**src/rtl/wbu_queue.sv**
```systemverilog
// Writeback queue: buffers MEM results in a DEPTH-entry FIFO, retires one per
// cycle under m_ready backpressure, and forwards the youngest matching result.
module wbu_queue #(
    parameter int DATA_WIDTH     = 32,
    parameter int PC_WIDTH       = 32,
    parameter int REG_ADDR_WIDTH = 5,
    parameter int DEPTH          = 4,
    parameter int NUM_FWD        = 2,
    parameter int CNT_WIDTH      = 32
) (
    input  logic                                clk,
    input  logic                                rst,
    input  logic                                flush,
    input  logic                                s_valid,
    output logic                                s_ready,
    input  logic [PC_WIDTH-1:0]                 s_pc,
    input  logic [31:0]                         s_instr,
    input  logic [PC_WIDTH-1:0]                 s_pc_4,
    input  logic                                s_reg_wen,
    input  logic [1:0]                          s_wb_sel,
    input  logic [REG_ADDR_WIDTH-1:0]           s_waddr,
    input  logic [DATA_WIDTH-1:0]               s_alu_out,
    input  logic [DATA_WIDTH-1:0]               s_mem_out,
    input  logic                                s_branch_taken,
    output logic                                m_valid,
    input  logic                                m_ready,
    output logic                                wb_reg_wen,
    output logic [REG_ADDR_WIDTH-1:0]           wb_reg_waddr,
    output logic [DATA_WIDTH-1:0]               wb_reg_wdata,
    output logic [PC_WIDTH-1:0]                 wb_pc,
    output logic [31:0]                         wb_instr,
    output logic                                wb_branch_taken,
    output logic                                trap,
    input  logic [NUM_FWD*REG_ADDR_WIDTH-1:0]   fwd_raddr,
    output logic [NUM_FWD-1:0]                  fwd_hit,
    output logic [NUM_FWD*DATA_WIDTH-1:0]       fwd_data,
    output logic [$clog2(DEPTH):0]              count,
    output logic [CNT_WIDTH-1:0]                retired
);

    localparam int AW = $clog2(DEPTH);
    localparam int RW = REG_ADDR_WIDTH;
    localparam int DW = DATA_WIDTH;
    localparam logic [AW:0] FULL = (AW+1)'(DEPTH);
    localparam logic [31:0] EBREAK = 32'h00100073;

    logic [AW-1:0]        rd_ptr_q, rd_ptr_d, wr_ptr_q, wr_ptr_d;
    logic [AW:0]          count_q, count_d;
    logic [CNT_WIDTH-1:0] retired_q, retired_d;
    logic [DEPTH-1:0]     vld_q, vld_d;

    logic [PC_WIDTH-1:0]  pc_q    [DEPTH];
    logic [PC_WIDTH-1:0]  pc_d    [DEPTH];
    logic [31:0]          instr_q [DEPTH];
    logic [31:0]          instr_d [DEPTH];
    logic [DW-1:0]        wdata_q [DEPTH];
    logic [DW-1:0]        wdata_d [DEPTH];
    logic [RW-1:0]        waddr_q [DEPTH];
    logic [RW-1:0]        waddr_d [DEPTH];
    logic [DEPTH-1:0]     wen_q, wen_d, bt_q, bt_d;

    logic          enq, ret;
    logic [DW-1:0] s_wdata;

    assign m_valid = (count_q != '0) && !flush;
    assign s_ready = (count_q < FULL) || (m_ready && m_valid);
    assign ret     = m_valid && m_ready;
    assign enq     = s_valid && s_ready && !flush;
    assign count   = count_q;
    assign retired = retired_q;

    always_comb begin
        s_wdata = s_mem_out;
        case (s_wb_sel)
            2'd0:    s_wdata = s_alu_out;
            2'd2:    s_wdata = DW'(s_pc_4);
            default: s_wdata = s_mem_out;
        endcase
    end

    // Head fields are zeroed when no entry is presented.
    assign wb_reg_waddr    = m_valid ? waddr_q[rd_ptr_q] : '0;
    assign wb_reg_wdata    = m_valid ? wdata_q[rd_ptr_q] : '0;
    assign wb_pc           = m_valid ? pc_q[rd_ptr_q] : '0;
    assign wb_instr        = m_valid ? instr_q[rd_ptr_q] : '0;
    assign wb_branch_taken = m_valid && bt_q[rd_ptr_q];
    assign wb_reg_wen      = ret && wen_q[rd_ptr_q]
                             && (waddr_q[rd_ptr_q] != '0);
    assign trap            = ret && (instr_q[rd_ptr_q] == EBREAK);

    // Walk oldest to youngest so the youngest match overwrites earlier ones.
    always_comb begin
        fwd_hit  = '0;
        fwd_data = '0;
        for (int i = 0; i < NUM_FWD; i++) begin
            for (int k = 0; k < DEPTH; k++) begin
                logic [AW-1:0] idx;
                logic [RW-1:0] ra;
                idx = rd_ptr_q + AW'(k);
                ra  = fwd_raddr[i*RW +: RW];
                if (vld_q[idx] && wen_q[idx] && ra != '0
                    && waddr_q[idx] == ra) begin
                    fwd_hit[i]            = 1'b1;
                    fwd_data[i*DW +: DW]  = wdata_q[idx];
                end
            end
        end
    end

    always_comb begin
        rd_ptr_d  = rd_ptr_q;
        wr_ptr_d  = wr_ptr_q;
        count_d   = count_q;
        retired_d = retired_q;
        vld_d     = vld_q;
        pc_d      = pc_q;
        instr_d   = instr_q;
        wdata_d   = wdata_q;
        waddr_d   = waddr_q;
        wen_d     = wen_q;
        bt_d      = bt_q;
        if (ret)
            retired_d = retired_q + CNT_WIDTH'(1);
        if (flush) begin
            rd_ptr_d = '0;
            wr_ptr_d = '0;
            count_d  = '0;
            vld_d    = '0;
        end else begin
            if (ret) begin
                vld_d[rd_ptr_q] = 1'b0;
                rd_ptr_d        = rd_ptr_q + AW'(1);
            end
            if (enq) begin
                vld_d[wr_ptr_q]   = 1'b1;
                pc_d[wr_ptr_q]    = s_pc;
                instr_d[wr_ptr_q] = s_instr;
                wdata_d[wr_ptr_q] = s_wdata;
                waddr_d[wr_ptr_q] = s_waddr;
                wen_d[wr_ptr_q]   = s_reg_wen;
                bt_d[wr_ptr_q]    = s_branch_taken;
                wr_ptr_d          = wr_ptr_q + AW'(1);
            end
            if (enq && !ret)
                count_d = count_q + (AW+1)'(1);
            else if (ret && !enq)
                count_d = count_q - (AW+1)'(1);
        end
    end

    always_ff @(posedge clk or negedge rst) begin
        if (!rst) begin
            rd_ptr_q  <= '0;
            wr_ptr_q  <= '0;
            count_q   <= '0;
            retired_q <= '0;
            vld_q     <= '0;
        end else begin
            rd_ptr_q  <= rd_ptr_d;
            wr_ptr_q  <= wr_ptr_d;
            count_q   <= count_d;
            retired_q <= retired_d;
            vld_q     <= vld_d;
        end
    end

    // Payload needs no reset: it is only observed through valid entries.
    always_ff @(posedge clk) begin
        pc_q    <= pc_d;
        instr_q <= instr_d;
        wdata_q <= wdata_d;
        waddr_q <= waddr_d;
        wen_q   <= wen_d;
        bt_q    <= bt_d;
    end

endmodule

```
**config.mk**
```make
export PLATFORM = sky130hd
export DESIGN_NAME = wbu_queue
export DESIGN_NICKNAME = d
export VERILOG_FILES = /design/src/rtl/wbu_queue.sv
export SDC_FILE = /design/constraint.sdc
export NUM_CORES = 1
export LEC_CHECK = 0
export BUFFER_PORTS_ARGS = -buffer_cell sky130_fd_sc_hd__buf_2
export CORE_MARGIN = 2
export CORE_UTILIZATION = 46
export DETAILED_ROUTE_END_ITERATION = 6
export GPL_TIMING_DRIVEN = 0
export PLACE_DENSITY = 0.67
export REMOVE_ABC_BUFFERS = 1
export SKIP_CTS_REPAIR_TIMING = 1
export SKIP_LAST_GASP = 1
export SLEW_MARGIN = 20
export SYNTH_ARGS = -nofsm -noshare
export SYNTH_HDL_FRONTEND = slang
export SYNTH_SLANG_ARGS = --single-unit
```
**constraint.sdc**
```tcl
create_clock -name clk -period 5.7 [get_ports clk]
set_input_delay 1.14 -clock clk [delete_from_list [all_inputs] [get_ports clk]]
set_output_delay 1.14 -clock clk [all_outputs]
set_load 0.01 [all_outputs]
```
==> Word level (Yosys, flattened, before mapping) <==
Index checks and enable logic that the tools add are counted.
{ "word_totals": {"register_bits": 455, "input_bits": 184, "output_inout_bits": 207} }
{ "op_classes": {"bitwise_logic": 9, "addsub": 7, "n_reduce_logical": 46, "muxes": 94, "n_eq_ne": 10, "n_lt_le_gt_ge": 14} }
{ "op_table": {"columns": ["operator", "count"], "rows": [
  ["two-way mux 32 bit", 24],
  ["binary-select mux 32 bit (select 2 bit)", 6],
  ["bitwise mux 128 bit", 3],
  ["demux 32 bit (select 2 bit)", 1],
  ["one-hot mux 32 bit (2 select lines)", 1],
  ["two-way mux 5 bit", 10],
  ["binary-select mux 5 bit (select 2 bit)", 4],
  ["equality test 5 bit", 8],
  ["logical AND 1 bit", 33],
  ["adder 32 x 1 -> 32 bit (second input constant)", 1],
  ["equality test 32 x 21 -> 1 bit (second input constant)", 1],
  ["bitwise mux 20 bit", 1],
  ["two-way mux 1 bit", 19],
  ["binary-select mux 1 bit (select 2 bit)", 9],
  ["two-way mux 4 bit", 4],
  [">= comparator 3 bit (second input constant)", 5],
  ["less-than comparator 2 x 3 -> 1 bit (second input constant)", 5],
  ["inverter 2 -> 3 bit", 5],
  ["nonzero test 5 bit", 3],
  ["demux 5 bit (select 2 bit)", 1],
  ["two-way mux 3 bit", 3],
  ["bitwise mux 4 bit", 2],
  ["two-way mux 2 bit", 4],
  ["nonzero test 3 bit", 2],
  ["other kinds (18)", 25]
]} }

==> Longest topological paths before layout <==
Gate-level depths: netlist of run 1.
{ "logic_depth": {"word_depth": 11, "ltp_mapped": 15, "ltp_nobuf": 9} }

==> Worst setup path before layout of run 1 <==
No wires, ideal clock.
{ "synth_timing": {"kind": "input -> register", "start": "in m_ready", "end": "reg bt_q[0], enable pin", "arrival_ns": 4.253, "slack_ns": 0.973, "path_stages": 5, "setup_ns": 0.474, "required_time_ns": 5.226, "cell_sequence": "inv_1 -> o21ai_0 -> nand2_1 -> nor2_1 -> and2_1"} }
{ "synth_via": {"elab_chain_cells": 5} }
{ "synth_rtl": {"columns": ["element", "line", "source"], "rows": [
  ["from (decl)", "26", "input logic m_ready,"],
  ["logical AND 1 bit", "66", "assign s_ready = (count_q < FULL) || (m_ready && m_valid);"],
  ["logical OR 1 bit", "66", null],
  ["net s_ready", "15", "output logic s_ready,"],
  ["logical AND 1 bit (2 in a row)", "68", "assign enq = s_valid && s_ready && !flush;"],
  ["AND reduction 2 bit (no line)", null, null],
  ["to (signal assigned)", "174", "bt_q <= bt_d;"],
  ["to (decl)", "60", "logic [DEPTH-1:0] wen_q, wen_d, bt_q, bt_d;"]
]} }
The timed path passes the listed nets, and every way through them passes these cells.
A chain may end at the register's enable or synchronous reset.

==> Worst setup path after layout of run 1 <==
{ "layout_timing": {"start": "reg rd_ptr_q[0]", "end": "out fwd_data[26]"} }
{ "layout_via": {"elab_chain_cells": 10, "elab_cells_between_ends": 67, "classes_between": "add/sub: 3; eq/ne: 4; mux: 44; bitwise: 4; reduce/logical: 12"} }
{ "layout_rtl": {"columns": ["element", "line", "source"], "rows": [
  ["from (decl)", "47", "logic [AW-1:0] rd_ptr_q, rd_ptr_d, wr_ptr_q, wr_ptr_d;"],
  ["from (signal assigned)", "159", "rd_ptr_q <= rd_ptr_d;"],
  ["adder 2 x 1 -> 2 bit / inverter 2 -> 3 bit (equally long branches)", "99, 102, 104", null],
  ["inverter 2 -> 3 bit (implied by the code) / binary-select mux 5 bit (select 2 bit) (equally long branches)", "102, 104", null],
  ["binary-select mux 5 bit (select 2 bit) / two-way mux 5 bit (equally long branches)", "102", "&& waddr_q[idx] == ra) begin"],
  ["two-way mux 5 bit (implied by the code)", "102", null],
  ["two-way mux 5 bit (implied by the code) / equality test 5 bit (equally long branches)", "102", null],
  ["equality test 5 bit / logical AND 1 bit (equally long branches)", "102", null],
  ["logical AND 1 bit / two-way mux 32 bit (equally long branches)", "102, 101", null],
  ["two-way mux 32 bit (2 in a row)", "101", "if (vld_q[idx] && wen_q[idx] && ra != '0"],
  ["two-way mux 32 bit *", "101", null],
  ["to (decl)", "36", "output logic [NUM_FWD*DATA_WIDTH-1:0] fwd_data,"]
]} }
Every way passes the cells marked *; elsewhere a longest branch is shown, timed or not. The select of a mux whose other input is x is not followed.

==> flow_summary.toml, run 1 <==
[detailed_routing]
drtIter0Drc = 1252
antenna_left = 0
via_count = 15600
wirelength_um = 62900
drtPass1Iterations = 7
route.detailed.drc = 0
via_per_inst = 5.98
routedWlPerCell_um = 24.0

[logic_synthesis]
synthCells = 1531
seq_area_frac_synth_pct = 56.6
syn_avg_cell_area_sq_um = 15.5
synth_ff_type = "edfxtp_1"
yosysWarnings = 0
synth_cell_types = 58
async_reset_ff_share_pct = 9.45
synth_area_sq_mm = 0.0237
synth-seq-cells = 455
synth_edf_count = 412

[setup_path]
cp-end-kind = "output port"
timing_worst_setup_path_type = "reg -> out"
start_kind = "register"
cp_num_buf_inv = 4
critPathMaxFanout = 31
critPathTopFamily = "compound AO/OA/AOI/OAI gates"
path_common_cell = "buf_12"
crit_path_top_delay_cell = "mux4_2"
critPathRequiredTime_ns = 4.56
critPathMaxStageDelay_ns = 0.59
cp.arrival_ns = 4.43
path_cells = "clkinvlp_4, ha_4, buf_12, buf_12, mux4_2, xnor2_1, nand4_1, o22ai_4, nand3_4, o211ai_1, buf_2"

[cells_and_area]
final_cell_mix = "412 x edfxtp_1, 389 x buf_2, 213 x mux4_2"
layout-drive-gt1-share_pct = 39.5
layout.nets = 2088
layout_commonest_cell = "edfxtp_1"
areaGrowthSynthToFinish_pct = 20.1

[sta]
fin_ws_ns = 0.127
hold_viol = 0
fin_crit_sh_pct = 97.8
clock_skew_ns = 0.0145
setup_viol = 0
drv_slew = 0
post-route-min-period_ns = 5.57
rsz0062_at_grt = "no"
worst_pin_slew_ns = 1.08
hold_ws_ns = 0.481
fmax_mhz = 179
relSlewSlack_pct = 27.8

[cts]
h-tree-depth = 2
clockBufferDepth = 3
clkTransAtPathRegs_ns = 0.06
cts_buffers = 48
clk-insertion-delay-late_ns = 0.58
cts_root_buffer = "clkbuf_16"
cts_sinks = 455
tritoncts = "yes"

[floorplanning]
core-area_sq_mm = 0.0512
dieArea_sq_mm = 0.0535
chipWidth_um = 231
ios = 391
start_util_pct = 46.4
die_h_um = 231
rows = 83

[global_routing]
grt_max_degree = 65
grt_pass1_wl_um = 92000
grt_usage_pct = 22.8
overflow = 0
antenna_found_initial = 7
grt_pass1_vias = 15500

[worst_hold_path]
hp-class = "reg -> reg"

[place]
dpl_worst_slack_ns = -1.24
io_buffers = 390
place_hpwl_um = 41600
gp_congestion = 0.829

[pwr]
p_leak_nw = 10.3
power.density_mw_per_mm2 = 397
max-vdd-ir-drop_v = 0.000293

[status]
status = "finished clean"

[run]
maxCapViolations = 0
==> where the power goes <==
group / leakage, nW / switching [mW] / internal, mW
Combinational: 5.20 / 2.17 / 2.06
Sequential: 4.33 / 0.106 / 3.88
Clock: 0.780 / 1.29 / 1.81
==> kinds of logic (layout without fill, tap and decap cells) <==
logic type | count (synthesis) | in the layout | synth area share [%]
flip-flops | 455 | 455 | 56.6
AND/OR/NAND/NOR | 401 | 402 | 8.96
multiplexers | 299 | 299 | 23.9
buffers and inverters | 149 | 550 | 2.92
AO/OA/AOI/OAI | 143 | 143 | 4.34
XOR/XNOR | 74 | 74 | 2.73
adder cells (fa/ha/maj) | 10 | 10 | 0.559
other | 0 | 3 | 0
==> synth_stat cells (28+ instances only) <==
master,n,area [sq um]
nand2_1,111,417
clkbuf_1,69,259
o21ai_0,47,235
edfxtp_1,412,12400
and2_1,108,676
dfrtp_1,43,1080
mux2i_1,81,811
nand3_1,67,335
nor2_1,28,105
buf_2,33,165
mux4_2,213,4800
xnor2_1,58,508
==> flip-flops by register name, indices dropped and copies added, names as in the netlist, 4 cells and up <==
| register | count |
|---|---|
| instr_q | 128 |
| pc_q | 128 |
| wdata_q | 128 |
| retired | 32 |
| waddr_q | 20 |
| bt_q | 4 |
| vld_q | 4 |
| wen_q | 4 |
==> per-layer routing <==
layer	wire [um]	up-vias	global-route usage, %
met4	1840	8	7.90
met3	4930	124	5.66
met2	31200	619	37.9
met5	54	-	0
met1	24800	8030	29.3
li1	-	6857	-
==> worst reg2reg max path: cells and delay by family (launching register included) <==
family / cells / cell delay [ns]
buf+inv: 2 / 0.63
compound gates: 1 / 0.15
simple gates: 3 / 0.89
flops: 1 / 0.43
==> per-stage QoR <==
stage | power, mW | util, % | cells | setup TNS, ns | cell area, sq um
global placement | 7.86 | 50.7 | 2474 | -2447.39 | 25900
floorplan | 7.29 | - | 1404 | -1085.59 | 23100
CTS | 11.3 | 55.2 | 2595 | -82.79 | 28300
detailed placement | 8.21 | 52.2 | 2506 | -39.98 | 26700
finish | 11.3 | 55.7 | 2616 | 0 | 28500
global route | 11.9 | 55.7 | 2614 | 0 | 28500
==> layout make-up <==
cell class | instances | area, sq um
antenna | 3 | 7.51
clock buffer | 56 | 1250
clock inverter | 33 | 330
fill | 4072 | 22700
inverter | 22 | 91.3
multi-input combinational | 928 | 9730
sequential | 455 | 13500
tap | 680 | 851
timing repair buffer | 439 | 2810
==> path summary, 6_finish.rpt <==
| kind | from | to | slack (ns) | depth (start not counted) |
|---|---|---|---|---|
| min reg2reg | retired[31]$_DFFE_PN0P_ | retired[31]$_DFFE_PN0P_ | 0.48 | 1 |
| min in group asynchronous | rst | retired[16]$_DFFE_PN0P_ | 0.72 | 1 |
| max in group asynchronous | rst | rd_ptr_q[1]$_DFFE_PN0P_ | 4.27 | 1 |
| max reg2reg | count[2]$_DFFE_PN0P_ | wdata_q[26]$_DFFE_PP_ | 3.24 | 6 |
| min | retired[31]$_DFFE_PN0P_ | retired[31]$_DFFE_PN0P_ | 0.48 | 1 |
| max | rd_ptr_q[0]$_DFFE_PN0P_ | fwd_data[26] | 0.13 | 11 |
(Power assumes the default switching activity.)
==> run 2, diff against run 1 <==
- PLACE_DENSITY: 0.67 -> 0.69
==> flow_summary.toml, run 2 (synthesis gave the netlist of run 1 again) <==
[status]
status = "finished clean"

[floorplanning]
dieArea_sq_mm = 0.0535
chipWidth_um = 231
die_h_um = 231
core-area_sq_mm = 0.0512
rows = 83
ios = 391
start_util_pct = 46.4

[cts]
cts_sinks = 455
cts_root_buffer = "clkbuf_16"
clk-insertion-delay-late_ns = 0.57
tritoncts = "yes"
h-tree-depth = 2
clkTransAtPathRegs_ns = 0.06
clockBufferDepth = 3
cts_buffers = 48

[setup_path]
timing_worst_setup_path_type = "reg -> out"
cp.arrival_ns = 4.42
cp-end-kind = "output port"
start_kind = "register"
critPathRequiredTime_ns = 4.56
critPathMaxFanout = 33

[pwr]
p_total_mw = 11.2
max-vdd-ir-drop_v = 0.000282
p_leak_nw = 10.3
power.density_mw_per_mm2 = 394

[global_routing]
grt_pass1_wl_um = 92200
antenna_found_initial = 9
overflow = 0
grt_pass1_vias = 15500
grt_max_degree = 73
grt_usage_pct = 22.8

[sta]
fin_crit_sh_pct = 97.6
hold_viol = 0
drv_slew = 0
fmax_mhz = 180
fin_ws_ns = 0.137
setup_viol = 0
hold_ws_ns = 0.476
post-route-min-period_ns = 5.56
clock_skew_ns = 0.0105
relSlewSlack_pct = 30.0
worst_pin_slew_ns = 1.05

[place]
place_hpwl_um = 41900
dpl_worst_slack_ns = -1.05
dpl_cell_area_sq_mm = 0.0267
gp_congestion = 0.834
dp.cells = 2509
io_buffers = 390

[worst_hold_path]
hp-class = "reg -> reg"

[cells_and_area]
final_cell_mix = "412 x edfxtp_1, 391 x buf_2, 213 x mux4_2"
design_area_sq_mm = 0.0285
fill_cells = 4021
largest_registers = "instr_q: 128 flops, pc_q: 128 flops, wdata_q: 128 flops"
layout.nets = 2095
layout-drive-gt1-share_pct = 39.5
layout_commonest_cell = "edfxtp_1"
layoutNonFillerInstCount = 2622
areaGrowthSynthToFinish_pct = 20.1

[run]
maxCapViolations = 0

[detailed_routing]
antenna_left = 0
wirelength_um = 63600
routedWlPerCell_um = 24.3
via_per_inst = 6.02
route.detailed.drc = 0
drtIter0Drc = 1120
via_count = 15800
drtPass1Iterations = 5
[run 2: routing by layer]
metal  wire length [um]  track usage (%)
met3               4800             5.51
met1              25300             29.4
met2              31400             38.2
met4               2060             7.38
met5                 34                0
[run 2: report_power, final]
| group | internal [mW] | switching (mW) | leakage (nW) |
|---|---|---|---|
| logic | 2.07 | 2.18 | 5.20 |
| registers | 3.88 | 0.110 | 4.33 |
| clock network | 1.75 | 1.26 | 0.744 |
| total | 7.70 | 3.55 | 10.3 |
[run 2: final timing paths]
check,slack [ns],end,from,cells past startpoint
worst max-delay path,0.14,fwd_data[45],rd_ptr_q[0]$_DFFE_PN0P_,13
worst min-delay path,0.48,retired[31]$_DFFE_PN0P_,retired[31]$_DFFE_PN0P_,1
worst max register to register,3.28,pc_q[25]$_DFFE_PP_,count[2]$_DFFE_PN0P_,6
worst min register to register,0.48,retired[31]$_DFFE_PN0P_,retired[31]$_DFFE_PN0P_,1
max in group asynchronous,4.29,rd_ptr_q[1]$_DFFE_PN0P_,rst,1
min in group asynchronous,0.71,retired[20]$_DFFE_PN0P_,rst,1
[run 2: through the flow]
step	TNS, ns	utilization, %
finish	0	55.7
global route	-0.0177	55.7
detailed placement	-41.46	52.1
global placement	-2409.73	50.7
floorplan	-1085.59	-
CTS	-83.45	55.0
[run 2: critical path: stages, from the launching register on]
cell	delay [ns]
dfrtp_4	0.49
clkinvlp_4	0.16
ha_4	0.32
buf_12	0.20
buf_16	0.25
mux4_2	0.59
xor2_1	0.19
nor4_4	0.22
buf_4	0.25
buf_6	0.19
nand2_8	0.17
mux2i_1	0.18
a211oi_2	0.37
buf_2	0.22
[run 2: final cells by class]
type	instances	area [sq um]	area share, %
sequential	455	13500	47.2
multi-input combinational	931	9780	34.3
timing repair buffer	443	2810	9.84
clock buffer	66	1350	4.74
tap	680	851	2.98
clock inverter	20	163	0.571
inverter	22	91.3	0.320
antenna	5	12.5	0.0439
